`src/rtl/up_down_counter4.sv`:
```
// Modulo-2^WIDTH up/down counter with count enable and asynchronous active-low reset.
// The count output comes straight from the state register, so no input reaches it combinationally.
module up_down_counter4 #(
    parameter int WIDTH = 4
) (
    output logic [WIDTH-1:0] count,
    input  logic             clk,
    input  logic             reset,
    input  logic             en,
    input  logic             u_d
);

    logic [WIDTH-1:0] count_q;
    logic [WIDTH-1:0] count_d;

    always_comb begin
        // NOTE: default assignment first so every path assigns count_d and no latch is inferred.
        count_d = count_q;
        if (en) begin
            // Plain WIDTH-bit add/subtract wraps silently in both directions.
            count_d = u_d ? count_q + WIDTH'(1) : count_q - WIDTH'(1);
        end
    end

    always_ff @(posedge clk or negedge reset) begin
        // NOTE: non-blocking assignment keeps every flop updating from pre-edge values.
        if (!reset) begin
            count_q <= '0;
        end else begin
            count_q <= count_d;
        end
    end

    assign count = count_q;

endmodule

```
`config.mk`:
```
export PLATFORM = sky130hd
export DESIGN_NAME = up_down_counter4
export DESIGN_NICKNAME = d
export VERILOG_FILES = /design/src/rtl/up_down_counter4.sv
export SDC_FILE = /design/constraint.sdc
export NUM_CORES = 1
export LEC_CHECK = 0
export BUFFER_PORTS_ARGS = -buffer_cell sky130_fd_sc_hd__buf_2
export CAP_MARGIN = 10
export CORE_AREA = 2 2 39 41
export DETAILED_ROUTE_END_ITERATION = 12
export DIE_AREA = 0 0 41 43
export GPL_ROUTABILITY_DRIVEN = 0
export PLACE_DENSITY = 0.43
export SYNTH_ARGS = -nofsm -noshare
export SYNTH_HDL_FRONTEND = slang
export SYNTH_SLANG_ARGS = --single-unit
```
`constraint.sdc`:
```
create_clock -name clk -period 1.4 [get_ports clk]
set_input_delay 0.14 -clock clk [delete_from_list [all_inputs] [get_ports clk]]
set_output_delay 0.14 -clock clk [all_outputs]
set_load 0.01 [all_outputs]
```
Word level (Yosys, flattened, before mapping)

Cells that the tools add are included.

Flip-flop bits (word level): 4
Input port bits: 4
Output and inout port bits: 4
Logic and storage cells: 4

Add/subtract/negate cells: 2
Muxes and demuxes: 1

Operator list:

| operator                                         | count |
|---|---|
| adder 4 x 1 -> 4 bit, second input constant      | 1 |
| two-way mux 4 bit                                | 1 |
| subtractor 4 x 1 -> 4 bit, second input constant | 1 |

Logic depth before layout (Yosys ltp)

Gate-level depths: netlist of the first run.

Word-level depth: 2
Depth in mapped cells: 5
Gate-level depth less buffers: 5

Worst setup path before layout of the first run

OpenSTA, ideal clock, no wires.

Path type: register -> register
From: reg count_q[2] (netlist: count[2])
To: reg count_q[3] (netlist: count[3])
Setup time: 131 ps
Arrival time: 1,385 ps
Data required time: 1,269 ps
Slack: -116 ps
Stages on the path, launching flop included: 5
Buffers on the path: 0
Period minus slack after synthesis: 1,516 ps
Path through: dfrtp_1 ha_1 or4b_1 nand3_1 o211ai_1

Cells in the longest elaborated chain, start to end: 2
Elaborated cells on any way between the ends: 3
Those cells by class: add/sub (2); mux (1)

Ends and longest elaborated chain:

| element                                                           | RTL line | text |
|---|---|---|
| from (decl)                                                       | 13       | `logic [WIDTH-1:0] count_q;` |
| from (signal assigned)                                            | 30       | `count_q <= count_d;` |
| subtractor 4 x 1 -> 4 bit or adder 4 x 1 -> 4 bit (tied branches) | 21       | `count_d = u_d ? count_q + WIDTH'(1) : count_q - WIDTH'(1);` |
| two-way mux 4 bit *                                               | 21       |  |

Mark *: on every way between the ends. The rest lies on a longest branch, timed or not.
A chain may end at the register's enable or synchronous reset.

Final worst setup path of the first run

Ends and elaborated chain as after synthesis.

==> impl_metrics.tcl, run 1 <==
set metrics [dict create \
    status "finished, violations left" \
    violations "setup timing" \
    synth-seq-cells 4 \
    min_path_type "in2reg" \
    vias_per_cell 4.500 \
    dp_hpwl_um 471.7 \
    row_count 14 \
    syn_area_um2 289.0 \
    grt_pass1_vias 255 \
    fp.dieW_um 41 \
    path_class "reg2reg" \
    syn_nets 35 \
    met3_usage_pct 1.571 \
    hold_start "en" \
    slowest_stage "or4b_1" \
    timing.rr.start "count[2]$_DFFE_PN0P_" \
    initial_core_util_pct 20.89 \
    first_pass_iters 4 \
    grt_usage_pct 9.384 \
    fin_crit_ps 1410 \
    cts_tree "built" \
    met1_usage_pct 13.07 \
    cap_violations 0 \
    cts_inserted_buffers 3 \
    switching_share_pct 37.48 \
    crit_start "count[2]$_DFFE_PN0P_" \
    p_int_uw 540.5 \
    final_cell_mix "7 x buf_2, 5 x nand3_1, 5 x buf_4, 3 x clkbuf_4, 3 x dfrtp_1" \
    post_drt_wl_per_cell_um 10.05 \
    ys_types 18 \
    synthSimpleGateAreaFrac_pct 20.35 \
    num-nets-final 52 \
    cellLeakagePower_uw 0.0001865 \
    worstPathCellList "ha_4, or4b_1, nand3_1, o211ai_1" \
    critPathArrivalTime_ps 1520 \
    multi_input_area_um2 190.2 \
    ys_seq_area_share_pct 34.63 \
    dieArea_mm2 0.001763 \
    path_clk_slew_ps 40 \
    grt-ovfl-total 0 \
    p_per_area_mw_per_mm2 2038 \
    synth_top_family_by_area "simple AND/OR/NAND/NOR gates" \
    io-pin-count 8 \
    vias 270 \
    cts.sinks 4 \
    p_sw_uw 324.0 \
    drt.antenna.violating_nets 0 \
    antenna_found_initial 0 \
    grt_max_degree 11 \
    root_buffer "clkbuf_4" \
    synthAdderAreaFrac_pct 15.58 \
    critPathBufInv 0 \
    syn2layout_area_growth_pct 46.75 \
    p_clk_share_pct 18.1 \
    synth-compound-area-share_pct 10.82 \
    comb_power_share_pct 54.2 \
    largest_register_ffs 4 \
    relSlewSlack_pct 88.32 \
    final_common_cell "buf_2" \
    fillers 147 \
    place_area_um2 384.1 \
    dieHeight_um 43 \
    coreArea_mm2 0.001384 \
    io_buffers 7 \
    worst_slew_pin_slew_ps 174.4 \
    layout_setup_ws_ps -10.16 \
    clockBufferDepth 2 \
    synth_area_per_cell_um2 10.32 \
    hold_viol 0 \
    fin_util_pct 30.65 \
    start_kind "register" \
    htree_levels 1 \
    post-route-cell-area_um2 424.2 \
    skew_ps 9.537 \
    worstSetupEndpointType "register" \
    use_met2_pct 10.94 \
    seqCellArea_um2 101.3 \
    synthCells 28 \
    max_freq_mhz 709.1 \
    cts_setup_buffers 0 \
    grt_pass1_wl_um 1076 \
    critPathMaxStageDelay_ps 460 \
    holdWs_ps 212.1 \
    top_usage_layer "met1" \
    yosysWarnings 0 \
    required_ps 1510 \
    rsz0062_at_grt "yes" \
    slew_viol_final 0 \
    fin_crit_sh_pct 100.7 \
    setup_violations 1 \
    drtIter0Drc 2 \
    diodes 0 \
    synth_xor_area_share_pct 6.061 \
    cp_max_fo 2 \
    clock_latency_ps 240 \
    drive_above_1_share_pct 43.18 \
    cpLargestDelayFamily "simple AND/OR/NAND/NOR gates" \
    drcViolationCount 0 \
    muxShareOfSynthArea_pct 7.359 \
    ir_drop_v 0.0007277 \
    seq_power_share_pct 27.6 \
    finalWirelength_um 603 \
]
-- synthesized netlist by cell type, drive strengths merged --
master,number,area [um^2]
or3b,1,8.760
nor3b,1,7.510
ha,2,25.02
mux2i,1,10.01
fa,1,20.02
a21oi,3,15.01
dfrtp,4,100.1
nand2,1,3.750
mux2,1,11.26
nor2,1,3.750
o211ai,1,7.510
a211o,1,8.760
xor2,1,8.760
buf,1,11.26
xnor2,1,8.760
inv,1,3.750
nand3,5,25.02
or4b,1,10.01
-- through the flow --
stage                     setup TNS [ps]  worst slack [ps]  instances  total power [uW]
after CTS                         -15.53            -15.53         60             869.3
after floorplan                   -2.026            -2.026         28             522.0
final                             -10.16            -10.16         60             864.5
after global placement            -2.335            -2.335         55             690.7
after detailed placement               0             1.105         55             695.9
after global routing              -37.81            -37.81         60             961.4
-- path summary, 6_finish.rpt --
kind / to / slack [ps] / depth (start not counted)
min: count[2]$_DFFE_PN0P_ / 210 / 2
min reg2reg: count[1]$_DFFE_PN0P_ / 610 / 1
max in group asynchronous: count[2]$_DFFE_PN0P_ / 1030 / 2
max reg2reg: count[3]$_DFFE_PN0P_ / -10 / 4
max: count[3]$_DFFE_PN0P_ / -10 / 4
min in group asynchronous: count[2]$_DFFE_PN0P_ / 240 / 2
-- layer usage --
| layer | wire length [um] | part of all wire, % |
|---|---|---|
| met3 | 12 | 2.0 |
| met1 | 287 | 48 |
| met4 | 0 | 0 |
| met5 | 0 | 0 |
| met2 | 304 | 50 |
-- timing repair --
item                                    in CTS  in global routing
hold endpoints to repair                     4                  0
cloned                                       0                  0
hold buffers                                 1                  0
gates resized for setup                      0                  1
pin swaps                                    0                  1
endpoints found under the setup margin       1                  1
-- logic make-up (layout without fill, tap and decap cells) --
group                    after synthesis  in the layout
buffers and inverters                  2             18
multiplexers                           2              2
AO/OA/AOI/OAI                          5              5
XOR/XNOR                               2              2
adder cells (fa/ha/maj)                3              3
AND/OR/NAND/NOR                       10             10
flip-flops                             4              4
-- power groups by stage --
stage	clock network, uW	logic, uW	registers, uW
after floorplan	0	244	278
after global placement	0	455	236
after detailed placement	0	453	242
after CTS	169	459	241
after global routing	185	524	252
final	157	469	239
-- cell type report --
type | instances | share of cell area (%)
Multi-Input combinational cell | 22 | 44.84
Sequential cell | 4 | 23.89
Timing Repair Buffer | 13 | 19.47
Clock buffer | 4 | 6.195
Tap cell | 16 | 4.720
Inverter | 1 | 0.8850
(Power assumes the default switching activity.)
==> run 2, diff against run 1 <==
==> constraint.sdc (replaced) <==
create_clock -name clk -period 1.4 [get_ports clk]
set_input_delay 0.14 -clock clk [delete_from_list [all_inputs] [get_ports clk]]
set_output_delay 0.14 -clock clk [all_outputs]
set_load 0.005 [all_outputs]
==> impl_metrics.tcl, run 2 (same netlist as run 1, synthesis figures left out) <==
set metrics [dict create \
    status "finished, final reports clean" \
    path_clk_slew_ps 40 \
    finalWirelength_um 663 \
    io_buffers 7 \
    vias 266 \
    largest_register_ffs 4 \
    hold_viol 0 \
    htree_levels 1 \
    vias_per_cell 4.508 \
    relSlewSlack_pct 87.04 \
    worstRegToRegCells 4 \
    critPathBufInv 0 \
    antenna_found_initial 0 \
    p_per_area_mw_per_mm2 1976 \
    required_ps 1500 \
    timing.rr.start "count[2]$_DFFE_PN0P_" \
    final_common_cell "buf_2" \
    max_freq_mhz 715.2 \
    worst_slew_pin_slew_ps 194.0 \
    slew_viol_final 0 \
    post_cts_resized 0 \
    cpLargestDelayFamily "simple AND/OR/NAND/NOR gates" \
    cts_inserted_buffers 3 \
    skew_ps 3.869 \
    min_path_cells 2 \
    num-nets-final 52 \
    hold_start "en" \
    grt_max_degree 11 \
    cts_setup_buffers 0 \
    cellLeakagePower_uw 0.0001858 \
    syn2layout_area_growth_pct 43.72 \
    dieArea_mm2 0.001763 \
    worst-r2r-setup-slack_ps 2 \
    clock_latency_ps 230 \
    fin_util_pct 30.02 \
    initial_core_util_pct 20.89 \
    diodes 0 \
    dp_worst_setup_slack_ps 12.55 \
    io-pin-count 8 \
    cp_max_fo 2 \
    dieHeight_um 43 \
    grt_pass1_vias 299 \
    fin_crit_sh_pct 99.88 \
    drive_above_1_share_pct 39.53 \
    min_path_type "in2reg" \
    clockBufferDepth 2 \
    coreArea_mm2 0.001384 \
    fp.dieW_um 41 \
    post_drt_wl_per_cell_um 11.24 \
    root_buffer "clkbuf_4" \
    rsz0062_at_grt "yes" \
    drcViolationCount 0 \
    worstPathCellList "ha_4, or4b_1, nand3_1, o211ai_1" \
    worstSetupEndpointType "register" \
    r2r_end "count[3]$_DFFE_PN0P_" \
    slowest_stage "or4b_1" \
    final_cell_mix "7 x buf_2, 5 x nand3_1, 5 x buf_4, 4 x dfrtp_1" \
    grt-ovfl-total 0 \
    row_count 14 \
    first_pass_iters 4 \
    cap_violations 0 \
    start_kind "register" \
    critPathArrivalTime_ps 1500 \
    fin_crit_ps 1398 \
    ir_drop_v 0.0006892 \
    grt_usage_pct 9.778 \
    cts.sinks 4 \
    path_class "reg2reg" \
    drtIter0Drc 4 \
    cts_tree "built" \
    critPathMaxStageDelay_ps 460 \
    setup_violations 0 \
    whs_endpoint "count[0]$_DFFE_PN0P_" \
    layout_setup_ws_ps 1.734 \
    drt.antenna.violating_nets 0 \
    grt_pass1_wl_um 1124 \
]
==> run 2: how the worst max path moves through the flow <==
stage,from,end,slack [ps],depth (start not counted)
after CTS,count[2]$_DFFE_PN0P_,count[3]$_DFFE_PN0P_,-0.2,4
final,count[2]$_DFFE_PN0P_,count[3]$_DFFE_PN0P_,2,4
after floorplan,count[2]$_DFFE_PN0P_,count[3]$_DFFE_PN0P_,20,4
after global routing,count[2]$_DFFE_PN0P_,count[3]$_DFFE_PN0P_,-50,4
after detailed placement,count[2]$_DFFE_PN0P_,count[3]$_DFFE_PN0P_,10,4
after global placement,count[2]$_DFFE_PN0P_,count[3]$_DFFE_PN0P_,2,4
==> run 2: routing by layer <==
layer,wire length [um],up-vias,global-route usage (%)
li1,-,133,-
met1,275,126,10.42
met2,357,7,14.37
met3,30,0,3.665
met4,0,0,8.000
met5,0,-,0
==> run 2: area by class of cell <==
type                       count  area [um^2]
clock buffer                   3        22.52
fill                         166        968.4
tap                           16        20.02
timing repair buffer          13        82.58
sequential                     4        100.1
inverter                       1        3.754
multi-input combinational     22        186.4
==> run 2: report_power, final <==
part	switching (uW)	internal (uW)
logic	195	248
clock network	43.5	95.6
registers	62.5	177
==> run 2: per-stage QoR <==
stage          hold WS [ps]  std cells  TNS (ps)  power (uW)  cell area, um^2
2_1_floorplan        -155.6         28         0       496.8            301.5
3_3_place_gp         -52.82         55         0       668.5            382.9
3_5_place_dp         -51.99         55         0       684.7            382.9
4_1_cts               215.1         59   -0.1978       839.1            415.4
5_1_grt               231.3         59    -48.38       907.8            415.4
6_report              225.5         59         0       820.9            415.4
==> run 2: what timing repair did <==
action,in CTS,in global routing
pin swaps,0,1
hold endpoints to repair,4,0
hold buffers,1,0
endpoints found under the setup margin,1,1
==> run 3, diff against run 2 <==
Settings changed: BUFFER_PORTS_ARGS -buffer_cell sky130_fd_sc_hd__buf_2 to -buffer_cell sky130_fd_sc_hd__buf_4, CELL_PAD_IN_SITES_DETAIL_PLACEMENT set to 0, CELL_PAD_IN_SITES_GLOBAL_PLACEMENT set to 1, PLACE_DENSITY 0.43 to 0.52.
==> impl_metrics.tcl, run 3 (same netlist as run 1, synthesis figures left out) <==
set metrics [dict create \
    status "finished, final reports clean" \
    relSlewSlack_pct 89.03 \
    grt_pass1_wl_um 945 \
    drt.antenna.violating_nets 0 \
    htree_levels 1 \
    cts_inserted_buffers 3 \
    root_buffer "clkbuf_4" \
    worstRegToRegCells 4 \
    worst_slew_pin_slew_ps 164.6 \
    drive_above_1_share_pct 41.86 \
    post-route-cell-area_um2 436.7 \
    worstSetupEndpointType "register" \
    rsz0062_at_grt "yes" \
    initial_core_util_pct 20.89 \
    cp_max_fo 2 \
    dieHeight_um 43 \
    slew_viol_final 0 \
    switching_share_pct 35.29 \
    clock_latency_ps 240 \
    cap_violations 0 \
    start_kind "register" \
    min_path_cells 2 \
    cts_setup_buffers 0 \
    grt-ovfl-total 0 \
    antenna_found_initial 0 \
    fin_cells 59 \
    clockBufferDepth 2 \
    skew_ps 3.819 \
    cts_tree "built" \
    io_buffers 7 \
    whs_endpoint "count[0]$_DFFE_PN0P_" \
    grt_pass1_vias 237 \
    min_path_type "in2reg" \
    final_common_cell "buf_4" \
    finalWirelength_um 638 \
    path_class "reg2reg" \
    p_clk_share_pct 16.5 \
    timing.rr.start "count[2]$_DFFE_PN0P_" \
    holdWs_ps 157.5 \
    fin_crit_ps 1373 \
    hold_start "en" \
    place_inst 55 \
    first_pass_iters 2 \
    syn2layout_area_growth_pct 51.08 \
    comb_power_share_pct 56.4 \
    tns_ps 0 \
    vias_per_cell 4.458 \
    p_per_area_mw_per_mm2 1989 \
    max_freq_mhz 728.5 \
    p_int_uw 562.1 \
    grt_max_degree 11 \
    dieArea_mm2 0.001763 \
    drcViolationCount 0 \
    vias 263 \
    seq_power_share_pct 27.1 \
    setup_violations 0 \
    coreArea_mm2 0.001384 \
    row_count 14 \
    critPathArrivalTime_ps 1480 \
    io-pin-count 8 \
    p_sw_uw 306.5 \
    fp.dieW_um 41 \
    path_clk_slew_ps 40 \
    cellLeakagePower_uw 0.0001922 \
    largest_register_ffs 4 \
    fin_crit_sh_pct 98.04 \
    dp_hpwl_um 512.2 \
    worst-r2r-setup-slack_ps 30 \
    hold_viol 0 \
    final_cell_mix "12 x buf_4, 5 x nand3_1, 4 x dfrtp_1, 3 x clkbuf_4, 2 x a21oi_1" \
    cts.sinks 4 \
    diodes 0 \
    drtIter0Drc 1 \
    r2r_end "count[3]$_DFFE_PN0P_" \
    finalPower_uw 868.7 \
    post_drt_wl_per_cell_um 10.81 \
    grt_usage_pct 8.468 \
    num-nets-final 52 \
    place_area_um2 400.4 \
    ir_drop_v 0.0007739 \
    required_ps 1510 \
]
==> run 3: cell types whose count changed in the layout (fill, tap and decap cells not counted) <==
cell,delta
a21oi_1,-1
buf_2,-7
buf_4,+7
a21oi_2,+1
==> run 3: through the flow <==
step                utilization, %  setup WS, ps
finish                       31.56         27.39
global route                 31.56        -45.87
CTS                          31.28         11.56
detailed placement           28.93         13.04
global placement             28.93         43.13
floorplan                        -         15.69
==> run 3: area by class of cell <==
type	count	area, um^2
fillers	157	947.2
multi-input cells	22	190.2
flip-flops and latches	4	100.1
repair buffers	13	100.1
clock buffers	3	22.52
well taps	16	20.02
inverters	1	3.754
==> run 3: worst max-delay path: stages (launching register included) <==
cell	delay (ps)
dfrtp_1	400
ha_4	220
or4b_1	460
nand3_1	90
o211ai_1	80
==> run 3: layer usage <==
layer	global-route usage [%]	vias up	wire [um]
met4	8.000	0	17
met3	3.141	2	23
li1	-	132	-
met1	9.121	121	265
met5	0	-	0
met2	11.88	8	332
==> run 3: worst max path at each step <==
stage | from | cells after the start | endpoint | slack [ps]
detailed placement | count[2]$_DFFE_PN0P_ | 4 | count[3]$_DFFE_PN0P_ | 10
CTS | count[2]$_DFFE_PN0P_ | 4 | count[3]$_DFFE_PN0P_ | 10
floorplan | count[2]$_DFFE_PN0P_ | 4 | count[3]$_DFFE_PN0P_ | 20
global placement | u_d | 6 | count[3]$_DFFE_PN0P_ | 40
finish | count[2]$_DFFE_PN0P_ | 4 | count[3]$_DFFE_PN0P_ | 30
global route | count[1]$_DFFE_PN0P_ | 4 | count[3]$_DFFE_PN0P_ | -50
==> run 3: timing repair <==
action                                  in CTS  in global routing
endpoints found under the setup margin       0                  1
hold endpoints to repair                     4                  0
resized for setup                            0                  1
hold buffers                                 1                  0
==> run 3: power groups by stage <==
stage | clock [uW] | combinational (uW) | sequential, uW
2_1_floorplan | 0 | 244 | 252
3_3_place_gp | 0 | 465 | 237
3_5_place_dp | 0 | 476 | 240
4_1_cts | 155 | 480 | 239
5_1_grt | 164 | 549 | 246
6_report | 143 | 490 | 235
